--- src/rtl/alu_op_seq.sv ---
// Operand sequencer and result capture stage around an external combinational ALU.
// A request is accepted over valid/ready, and its operands are registered into the ALU.
// The ALU result and flags are captured on the following edge and are then held
// until the consumer takes them. The block also keeps the last result as an
// accumulator and a sticky overflow flag.
module alu_op_seq #(
  parameter int W = 16
) (
  input  logic         clk,
  input  logic         rst_n,
  input  logic         in_valid,
  output logic         in_ready,
  input  logic [W-1:0] op_a,
  input  logic [W-1:0] op_b,
  input  logic [1:0]   op_ctrl,
  input  logic         op_acc,
  output logic [W-1:0] alu_a,
  output logic [W-1:0] alu_b,
  output logic [1:0]   alu_ctrl,
  input  logic [W-1:0] alu_r,
  input  logic         alu_o,
  input  logic         alu_n,
  input  logic         alu_z,
  output logic         out_valid,
  input  logic         out_ready,
  output logic [W-1:0] out_r,
  output logic         out_o,
  output logic         out_n,
  output logic         out_z,
  output logic [W-1:0] acc,
  output logic         ovf_sticky,
  input  logic         clr_ovf
);

  typedef enum logic [1:0] {IDLE, EXEC, DONE} state_t;

  state_t         state_reg, state_next;
  logic [W-1:0]   alu_a_reg, alu_b_reg, out_r_reg, acc_reg;
  logic [1:0]     alu_ctrl_reg;
  logic           out_valid_reg, out_o_reg, out_n_reg, out_z_reg, ovf_sticky_reg;
  logic           accept;

  assign accept     = in_valid && in_ready;
  assign alu_a      = alu_a_reg;
  assign alu_b      = alu_b_reg;
  assign alu_ctrl   = alu_ctrl_reg;
  assign out_valid  = out_valid_reg;
  assign out_r      = out_r_reg;
  assign out_o      = out_o_reg;
  assign out_n      = out_n_reg;
  assign out_z      = out_z_reg;
  assign acc        = acc_reg;
  assign ovf_sticky = ovf_sticky_reg;

  // Next-state and ready logic. In DONE the request side is only open when the
  // consumer is taking the current result on the same edge.
  always_comb begin
    state_next = state_reg;
    in_ready   = 1'b0;
    case (state_reg)
      IDLE: begin
        in_ready = 1'b1;
        if (in_valid) state_next = EXEC;
      end
      EXEC: begin
        state_next = DONE;
      end
      DONE: begin
        in_ready = out_ready;
        if (out_ready) state_next = in_valid ? EXEC : IDLE;
      end
      default: begin
        state_next = IDLE;
      end
    endcase
  end

  // State register.
  always_ff @(posedge clk or negedge rst_n) begin
    if (!rst_n) state_reg <= IDLE;
    else        state_reg <= state_next;
  end

  // Operand registers feeding the ALU. They change only on an accepted request.
  // A request accepted in DONE sees the accumulator already holding the result being handed off.
  always_ff @(posedge clk or negedge rst_n) begin
    if (!rst_n) begin
      alu_a_reg    <= '0;
      alu_b_reg    <= '0;
      alu_ctrl_reg <= 2'b00;
    end else if (accept) begin
      alu_a_reg    <= op_acc ? acc_reg : op_a;
      alu_b_reg    <= op_b;
      alu_ctrl_reg <= op_ctrl;
    end
  end

  // Capture the ALU result one cycle after acceptance and hold it until handed off.
  always_ff @(posedge clk or negedge rst_n) begin
    if (!rst_n) begin
      out_r_reg <= '0;
      out_o_reg <= 1'b0;
      out_n_reg <= 1'b0;
      out_z_reg <= 1'b0;
      acc_reg   <= '0;
    end else if (state_reg == EXEC) begin
      out_r_reg <= alu_r;
      out_o_reg <= alu_o;
      out_n_reg <= alu_n;
      out_z_reg <= alu_z;
      acc_reg   <= alu_r;
    end
  end

  // Result valid flag. It is set by the capture and cleared only by the consumer handshake.
  always_ff @(posedge clk or negedge rst_n) begin
    if (!rst_n)                                out_valid_reg <= 1'b0;
    else if (state_reg == EXEC)                out_valid_reg <= 1'b1;
    else if (state_reg == DONE && out_ready)   out_valid_reg <= 1'b0;
  end

  // Sticky overflow. A captured overflow on the same edge as a clear wins.
  always_ff @(posedge clk or negedge rst_n) begin
    if (!rst_n)                  ovf_sticky_reg <= 1'b0;
    else if (state_reg == EXEC)  ovf_sticky_reg <= (ovf_sticky_reg && !clr_ovf) || alu_o;
    else if (clr_ovf)            ovf_sticky_reg <= 1'b0;
  end

endmodule
--- config.mk ---
export PLATFORM = sky130hd
export DESIGN_NAME = alu_op_seq
export DESIGN_NICKNAME = d
export VERILOG_FILES = /design/src/rtl/alu_op_seq.sv
export SDC_FILE = /design/constraint.sdc
export NUM_CORES = 1
export LEC_CHECK = 0
export ABC_AREA = 1
export BUFFER_PORTS_ARGS = -buffer_cell sky130_fd_sc_hd__buf_2
export CAP_MARGIN = 40
export CORE_MARGIN = 2
export CORE_UTILIZATION = 35
export DETAILED_ROUTE_END_ITERATION = 16
export PLACE_DENSITY = 0.67
export SYNTH_ARGS = -nofsm -noshare
export SYNTH_HDL_FRONTEND = slang
export SYNTH_SLANG_ARGS = --single-unit
--- constraint.sdc ---
create_clock -name clk -period 1 [get_ports clk]
set_input_delay 0.05 -clock clk [delete_from_list [all_inputs] [get_ports clk]]
set_output_delay 0.05 -clock clk [all_outputs]
set_load 0.03 [all_outputs]
; ---- Word-level counts from Yosys, hierarchy flattened
; Index checks and enable logic that the tools add are counted.
; W data, S select, Z words.
[classes]
mux = 10
reduce_logical = 9
n_eq_ne = 4
[op_table]
columns = operator, n
row1 = $mux W16, 1
row2 = $pmux W2 S3, 1
row3 = $mux W1, 5
row4 = $mux W2, 2
row5 = $ne A2 B2 Y1 const B, 2
row6 = $reduce_bool A2 Y1, 2
row7 = $logic_and A1 B1 Y1, 3
row8 = $eq A2 B1 Y1 const B, 1
row9 = $eq A2 B2 Y1 const B, 1
row10 = $logic_not A2 Y1, 1
row11 = $pmux W1 S2, 1
row12 = $reduce_and A2 Y1, 1
row13 = $logic_not A1 Y1, 1
row14 = $logic_or A1 B1 Y1, 1
[word_totals]
word_cells = 33
register_bits = 57
in_bits = 59
out_inout_bits = 72

; ---- Logic depth before layout (Yosys ltp)
; Gate-level depths: netlist of run 1.
[logic_depth]
depth_word = 4
depth_mapped = 6
depth_no_buf = 5

; ---- Worst setup path before layout of run 1
; No wires, ideal clock.
[synth_timing]
path_kind = register -> register
start = reg state_reg[0]
end = reg alu_a_reg[10], in the netlist alu_a[10]
setup_time_ns = 0.117
path_slack_ns = -0.087
synth_period_minus_slack_ns = 1.087
t_arrival_ns = 0.970
required_ns = 0.883
path_stages_with_launch = 6
n_path_buf = 1
path_cell_list = dfrtp_1 nor2_4 nand2_4 buf_6 nand2_1 nand2_1
[synth_via]
elab_chain_len = 3
word_cells_on_any_way = 4
classes_between = eq/ne (1) / mux (1) / reduce/logical (2)
[synth_rtl]
columns = item, line
row1 = from (decl), 37  ; state_t state_reg, state_next;
row2 = from (signal assigned), 81  ; else state_reg <= state_next;
row3 = $eq A2 B2 Y1 / $logic_not A2 Y1 (equally long branches), 60  ; case (state_reg)
row4 = $pmux W1 S2 (*), 60
row5 = $logic_and A1 B1 Y1 (*), 43  ; assign accept = in_valid && in_ready;
row6 = to (signal assigned), 92  ; alu_a_reg <= op_acc ? acc_reg : op_a;
row7 = to (decl), 38  ; logic [W-1:0] alu_a_reg, alu_b_reg, out_r_reg, acc_reg;
; Mark *: on every way between the ends. The rest lies on a longest branch, timed or not.
; A chain may end at the register's enable or synchronous reset.

; ---- Worst setup path in the final report of run 1
[layout_timing]
start = reg state_reg[1]
end = out in_ready
[layout_via]
elab_chain_len = 2
word_cells_on_any_way = 3
classes_between = eq/ne (1) / mux (1) / reduce/logical (1)
[layout_rtl]
columns = item, line
row1 = $eq A2 B2 Y1 / $logic_not A2 Y1 (equally long branches), 60
row2 = $pmux W1 S2 (*), 60
row3 = to (decl), 12  ; output logic in_ready,
; Marked as above.

==> flow_summary_export.csv, run 1 <==
group,metric,value,unit
critical_path,cp.arrival,1.10,ns
critical_path,critPathMostFrequentCell,"nor2_4",
sta,final.setup.tns,-4.69,ns
sta,hold_viol,0,
synth,ys_seq_area_frac,0.552,
synth,synthTopCellsByCount,"nand2_1, dfrtp_1, inv_1, nand3_1, buf_4",
cells_and_area,stdcell_area,4540,µm²
power,switching_share,0.430,
cells_and_area,drive_gt1_frac,0.430,
critical_path,crit_type,"reg -> out",
synth,mappedNetlistArea,2580,µm²
synth,synthTopCellsByArea,"dfrtp_1, nand2_1, buf_4, nand3_1, o21ai_0",
cells_and_area,nets,559,
power,p_seq_frac,0.315,
sta,setup_viol,55,
sta,worst_pin_slew,0.462,ns
cells_and_area,syn2layout_area_growth,75.5,%
critical_path,path_cells,"inv_2 -> nor2_4 -> nor2_4 -> buf_6",
routing,routed_wl,8270,µm
routing,postRouteAntennaNets,0,
place,io_buffers,130,
floorplan,rows,31,
cells_and_area,fillCellCount,606,
power,p_sw,5.01,mW
synth,avgSynthCellArea,8.28,µm²
global_route,grt-ovfl-total,0,
synth,synthFlopType,"dfrtp_1",
critical_path,critPathMaxFanout,2,
floorplan,dieArea,8090,µm²
sta,rsz0062_at_grt,"yes",
floorplan,dieHeight,89.9,µm
sta,max-slew-margin-rel,0.692,
critical_path,crit_start,"state_reg[1]",
cts,cts-root-buf,"clkbuf_8",
cts,cts_buffers,9,
synth,ys_async_sr_fraction,1.00,
sta,fmax,867,MHz
synth,netlist_instances,312,
critical_path,reg2regPathDepth,5,
routing,vias_per_cell,4.49,
critical_path,required,0.95,ns
cts,ctsHtreeMaxLevel,3,
critical_path,cp-start-kind,"register",
synth,synth.distinct_cells,14,
place,gp_congestion,0.817,
cts,clockBufferDepth,2,
global_route,grt_pass1_wl,12100,µm
global_route,track_usage,0.190,
sta,finalWorstSetupSlack,-0.153,ns
min_path,hold_start,"op_a[14]",
routing,dr.pass1.iters,4,
synth,yosysTopAreaCellShare,0.552,
place,dp_hpwl,4590,µm
cts,cts.clk_slew.worst_paths,0.06,ns
min_path,worstHoldPathCells,5,
power,clkPwrFrac,0.183,
synth,synth_edf_count,0,
routing,drcViolationCount,0,
global_route,antenna_found_initial,0,
floorplan,io_pins,131,
sta,hold_slack,0.0471,ns
floorplan,start_util,0.358,
power,powerDensity,2570,nW/µm²
floorplan,core_area,7210,µm²
power,p_comb_frac,0.502,
critical_path,timing.rr.start,"state_reg[1]",
outcome,violations,"negative setup slack",
sta,min_period,1.15,ns
synth,yosysTopAreaCell,"dfrtp_1",
place,place_area,3280,µm²
critical_path,cp_slowest_cell,"dfrtp_2",
synth,syn_nets,371,
routing,vias,2710,
critical_path,max_stage_delay,0.41,ns
power,power.internal,6.65,mW
synth,yosys_warnings,0,
routing,wire_per_inst,13.7,µm
routing,drt-initial-drc-count,91,
min_path,min-delay-path-class,"in -> reg",
global_route,grt_max_degree,58,
cells_and_area,antennaDiodeCount,0,
job,maxCapViolCount,0,
cts,cts_tree,"built",
power,vdd_ir_drop_max,1380,µV
critical_path,endpoint_kind,"primary output",
cts,worstSkewPairLatency,0.33,ns
outcome,status,"finished, violations left",
sta,fin_skew,0.00746,ns
power,p_leak,2.46,nW
cts,clock-sinks,57,
floorplan,die_w,89.9,µm
global_route,grt_pass1_vias,2528,
sta,slew_violations,0,
synth,post-synth-top-count-cell,"nand2_1",
synth,ys_ff_latch,57,
sta,timing.final.crit_share,1.15,
critical path, delay by kind of cell (launching register included):
kind | cells | cell delay [ns]
buffers and inverters | 2 | 0.22
flip-flops | 1 | 0.41
AND/OR/NAND/NOR | 2 | 0.15
per-layer routing:
layer	vias to the layer above	track usage	part of all wire
met5	-	0	0
met4	0	0.0513	0.019
met3	22	0.0637	0.057
met2	125	0.326	0.51
met1	1239	0.230	0.42
li1	1324	-	-
layout make-up:
type	count	area [µm²]	area share
Timing Repair Buffer	200	1640	0.362
Sequential cell	57	1440	0.316
Multi-Input combinational cell	209	1050	0.231
Clock buffer	11	141	0.0312
Tap cell	99	124	0.0273
Inverter	23	88.8	0.0196
Clock inverter	5	55.1	0.0121
through the flow:
step                      setup slack [ns]  utilization  power [mW]  instances
after floorplan                    -0.0569            -        6.73        312
after global placement             -0.0602        0.455        7.83        522
after detailed placement            -0.105        0.455        7.88        522
after CTS                           -0.174        0.576        10.8        589
after global routing                -0.197        0.629        12.3        604
final                               -0.153        0.629        11.7        604
cells by family (layout without fill, tap and decap cells):
group / count (synthesis) / in the layout / share of synthesized area
compound gates: 19 / 19 / 0.0373
buf+inv: 51 / 239 / 0.115
flops: 57 / 57 / 0.552
simple gates: 185 / 190 / 0.296
placed cells by master, fill, tap and decap left out, drive strengths merged, types with 2 or more instances in the layout:
cell type,synthesis,routed
clkbuf,2,13
nand3,20,20
nand2,160,165
buf,26,159
clkinvlp,0,2
inv,23,23
nor2,5,5
clkinv,0,2
o21ai,18,18
dlygate4sd3,0,39
dfrtp,57,57
final timing paths:
check	end	slack, ns
setup / recovery	in_ready	-0.15
hold / removal	alu_a[14]	0.05
setup reg to reg	alu_b[4]	-0.13
hold reg to reg	alu_b[9]	0.47
max in group asynchronous	acc[6]	0.46
min in group asynchronous	alu_b[3]	0.26
power by group through the flow:
stage / Clock (mW) / Sequential (mW) / Combinational, mW
after floorplan: 0 / 4.89 / 1.84
after global placement: 0 / 3.55 / 4.28
after detailed placement: 0 / 3.57 / 4.31
after CTS: 2.19 / 3.54 / 5.05
after global routing: 2.29 / 3.77 / 6.21
final: 2.13 / 3.67 / 5.85
repair_timing:
action,4_1_cts,5_1_grt
gates resized for setup,51,87
setup buffers,9,10
hold endpoints to repair,95,0
setup endpoints to repair,83,94
gates cloned,3,5
pin swaps,4,4
hold buffers,39,0
Power figures use the tool's default switching activity.
==> inputs of run 2 (changes only) <==
--- a/config.mk
+++ b/config.mk
@@ -9,9 +9,9 @@
 export BUFFER_PORTS_ARGS = -buffer_cell sky130_fd_sc_hd__buf_2
 export CAP_MARGIN = 40
 export CORE_MARGIN = 2
-export CORE_UTILIZATION = 35
+export CORE_UTILIZATION = 41
 export DETAILED_ROUTE_END_ITERATION = 16
-export PLACE_DENSITY = 0.67
+export PLACE_DENSITY = 0.76
 export SYNTH_ARGS = -nofsm -noshare
 export SYNTH_HDL_FRONTEND = slang
 export SYNTH_SLANG_ARGS = --single-unit
==> flow_summary_export.csv, run 2 (synthesized netlist as in run 1, its figures left out) <==
group,metric,value,unit
power,vdd_ir_drop_max,1780,µV
routing,vias_per_cell,4.85,
routing,dr.pass1.iters,4,
sta,fmax,791,MHz
cts,ctsHtreeMaxLevel,3,
cells_and_area,nets,554,
global_route,grt_pass1_vias,2519,
cts,worstSkewPairLatency,0.32,ns
cts,cts-root-buf,"clkbuf_8",
critical_path,crit_type,"reg -> reg",
global_route,grt-ovfl-total,0,
cts,cts.clk_slew.worst_paths,0.06,ns
place,place_worst_setup_slack,-0.0960,ns
routing,drt-initial-drc-count,163,
place,gp_congestion,0.777,
sta,slew_violations,0,
floorplan,dieArea,6950,µm²
cells_and_area,stdcell_area,4590,µm²
cells_and_area,syn2layout_area_growth,77.8,%
floorplan,start_util,0.431,
sta,setup_viol,56,
critical_path,critPathMaxFanout,8,
global_route,gr-max-usage-layer,"met2",
cells_and_area,layout_commonest_cell,"nand2_1",
sta,timing.final.crit_share,1.26,
routing,postRouteAntennaNets,0,
floorplan,dieHeight,83.4,µm
cts,clockBufferDepth,2,
sta,max-slew-margin-rel,0.687,
routing,vias,2783,
routing,routed_wl,9250,µm
job,maxCapViolCount,0,
power,p_leak,2.49,nW
sta,hold_slack,0.0592,ns
place,place_area,3250,µm²
power,powerDensity,2590,nW/µm²
cts,clock-sinks,57,
cells_and_area,antennaDiodeCount,0,
power,power.internal,6.79,mW
cells_and_area,utilization,0.767,
power,clkPwrFrac,0.192,
routing,wire_per_inst,16.1,µm
sta,fin_skew,0.00710,ns
sta,worst_pin_slew,0.469,ns
global_route,use_met2,0.355,
cts,cts_tree,"built",
critical_path,cp.arrival,1.47,ns
sta,hold_viol,0,
sta,rsz0062_at_grt,"yes",
cells_and_area,drive_gt1_frac,0.457,
global_route,grt.met3_usage,0.0457,
power,p_sw,5.11,mW
floorplan,rows,28,
power,p_seq_frac,0.315,
place,io_buffers,130,
outcome,status,"finished, violations left",
power,p_comb_frac,0.493,
floorplan,die_w,83.4,µm
critical_path,required,1.21,ns
sta,min_period,1.26,ns
global_route,use_met1,0.271,
floorplan,core_area,5990,µm²
power,switching_share,0.430,
cts,cts_buffers,9,
min_path,min-delay-path-class,"in -> reg",
outcome,violations,"negative setup slack",
floorplan,io_pins,131,
cells_and_area,final_cell_mix,"nand2_1, buf_2, dfrtp_1, dlygate4sd3_1, buf_6",
sta,finalWorstSetupSlack,-0.264,ns
routing,drcViolationCount,0,
global_route,track_usage,0.213,
global_route,grt_pass1_wl,11800,µm
global_route,grt_max_degree,58,
critical_path,cp-start-kind,"register",
place,dp_hpwl,4510,µm
critical_path,endpoint_kind,"register",
global_route,antenna_found_initial,0,
==> run 2: path summary, 6_finish.rpt <==
path,startpoint,end,slack (ns),cells past startpoint
max,state_reg[0],alu_b[12],-0.26,5
min,op_a[2],alu_a[2],0.06,5
max reg2reg,state_reg[0],alu_b[12],-0.26,5
min reg2reg,alu_b[5],alu_b[5],0.48,2
max in group asynchronous,rst_n,acc[3],0.45,3
min in group asynchronous,rst_n,alu_b[0],0.28,3
==> run 2: metal layers <==
metal | up-vias | wire length [µm]
li1 | 1315 | -
met1 | 1333 | 3640
met2 | 116 | 4900
met3 | 19 | 494
met4 | 0 | 215
met5 | - | 0
==> run 2: power groups by stage <==
stage	combinational [mW]	sequential, mW	clock (mW)
detailed placement	4.34	3.56	0
global placement	4.28	3.53	0
finish	5.87	3.75	2.28
CTS	4.80	3.52	2.32
floorplan	1.84	4.89	0
global route	6.18	3.83	2.46
==> run 2: layout make-up <==
cell class / count / area [µm²]
tap: 75 / 93.8
clock buffer: 13 / 179
multi-input combinational: 209 / 1110
clock inverter: 2 / 35.0
fill: 388 / 1400
inverter: 23 / 88.8
sequential: 57 / 1440
timing repair buffer: 195 / 1650
==> run 2: what timing repair did <==
action	4_1_cts	5_1_grt
cloned	2	10
hold buffers	39	0
resized for setup	24	127
buffers inserted	5	7
hold endpoints to repair	95	0
endpoints found under the setup margin	68	87
pin swaps	0	18
==> run 2: worst max-delay path: stages, from the launching register on <==
cell and delay (ns):
dfrtp_2 0.47, nor2_4 0.20, buf_12 0.19, nand2_8 0.11, nand2_1 0.10, nand2_1 0.07
==> run 2: through the flow <==
| stage | power [mW] | TNS [ns] | instances |
|---|---|---|---|
| 2_1_floorplan | 6.73 | -1.73 | 312 |
| 3_3_place_gp | 7.81 | -1.78 | 496 |
| 3_5_place_dp | 7.90 | -3.45 | 496 |
| 4_1_cts | 10.6 | -6.64 | 557 |
| 5_1_grt | 12.5 | -12.43 | 574 |
| 6_report | 11.9 | -9.67 | 574 |
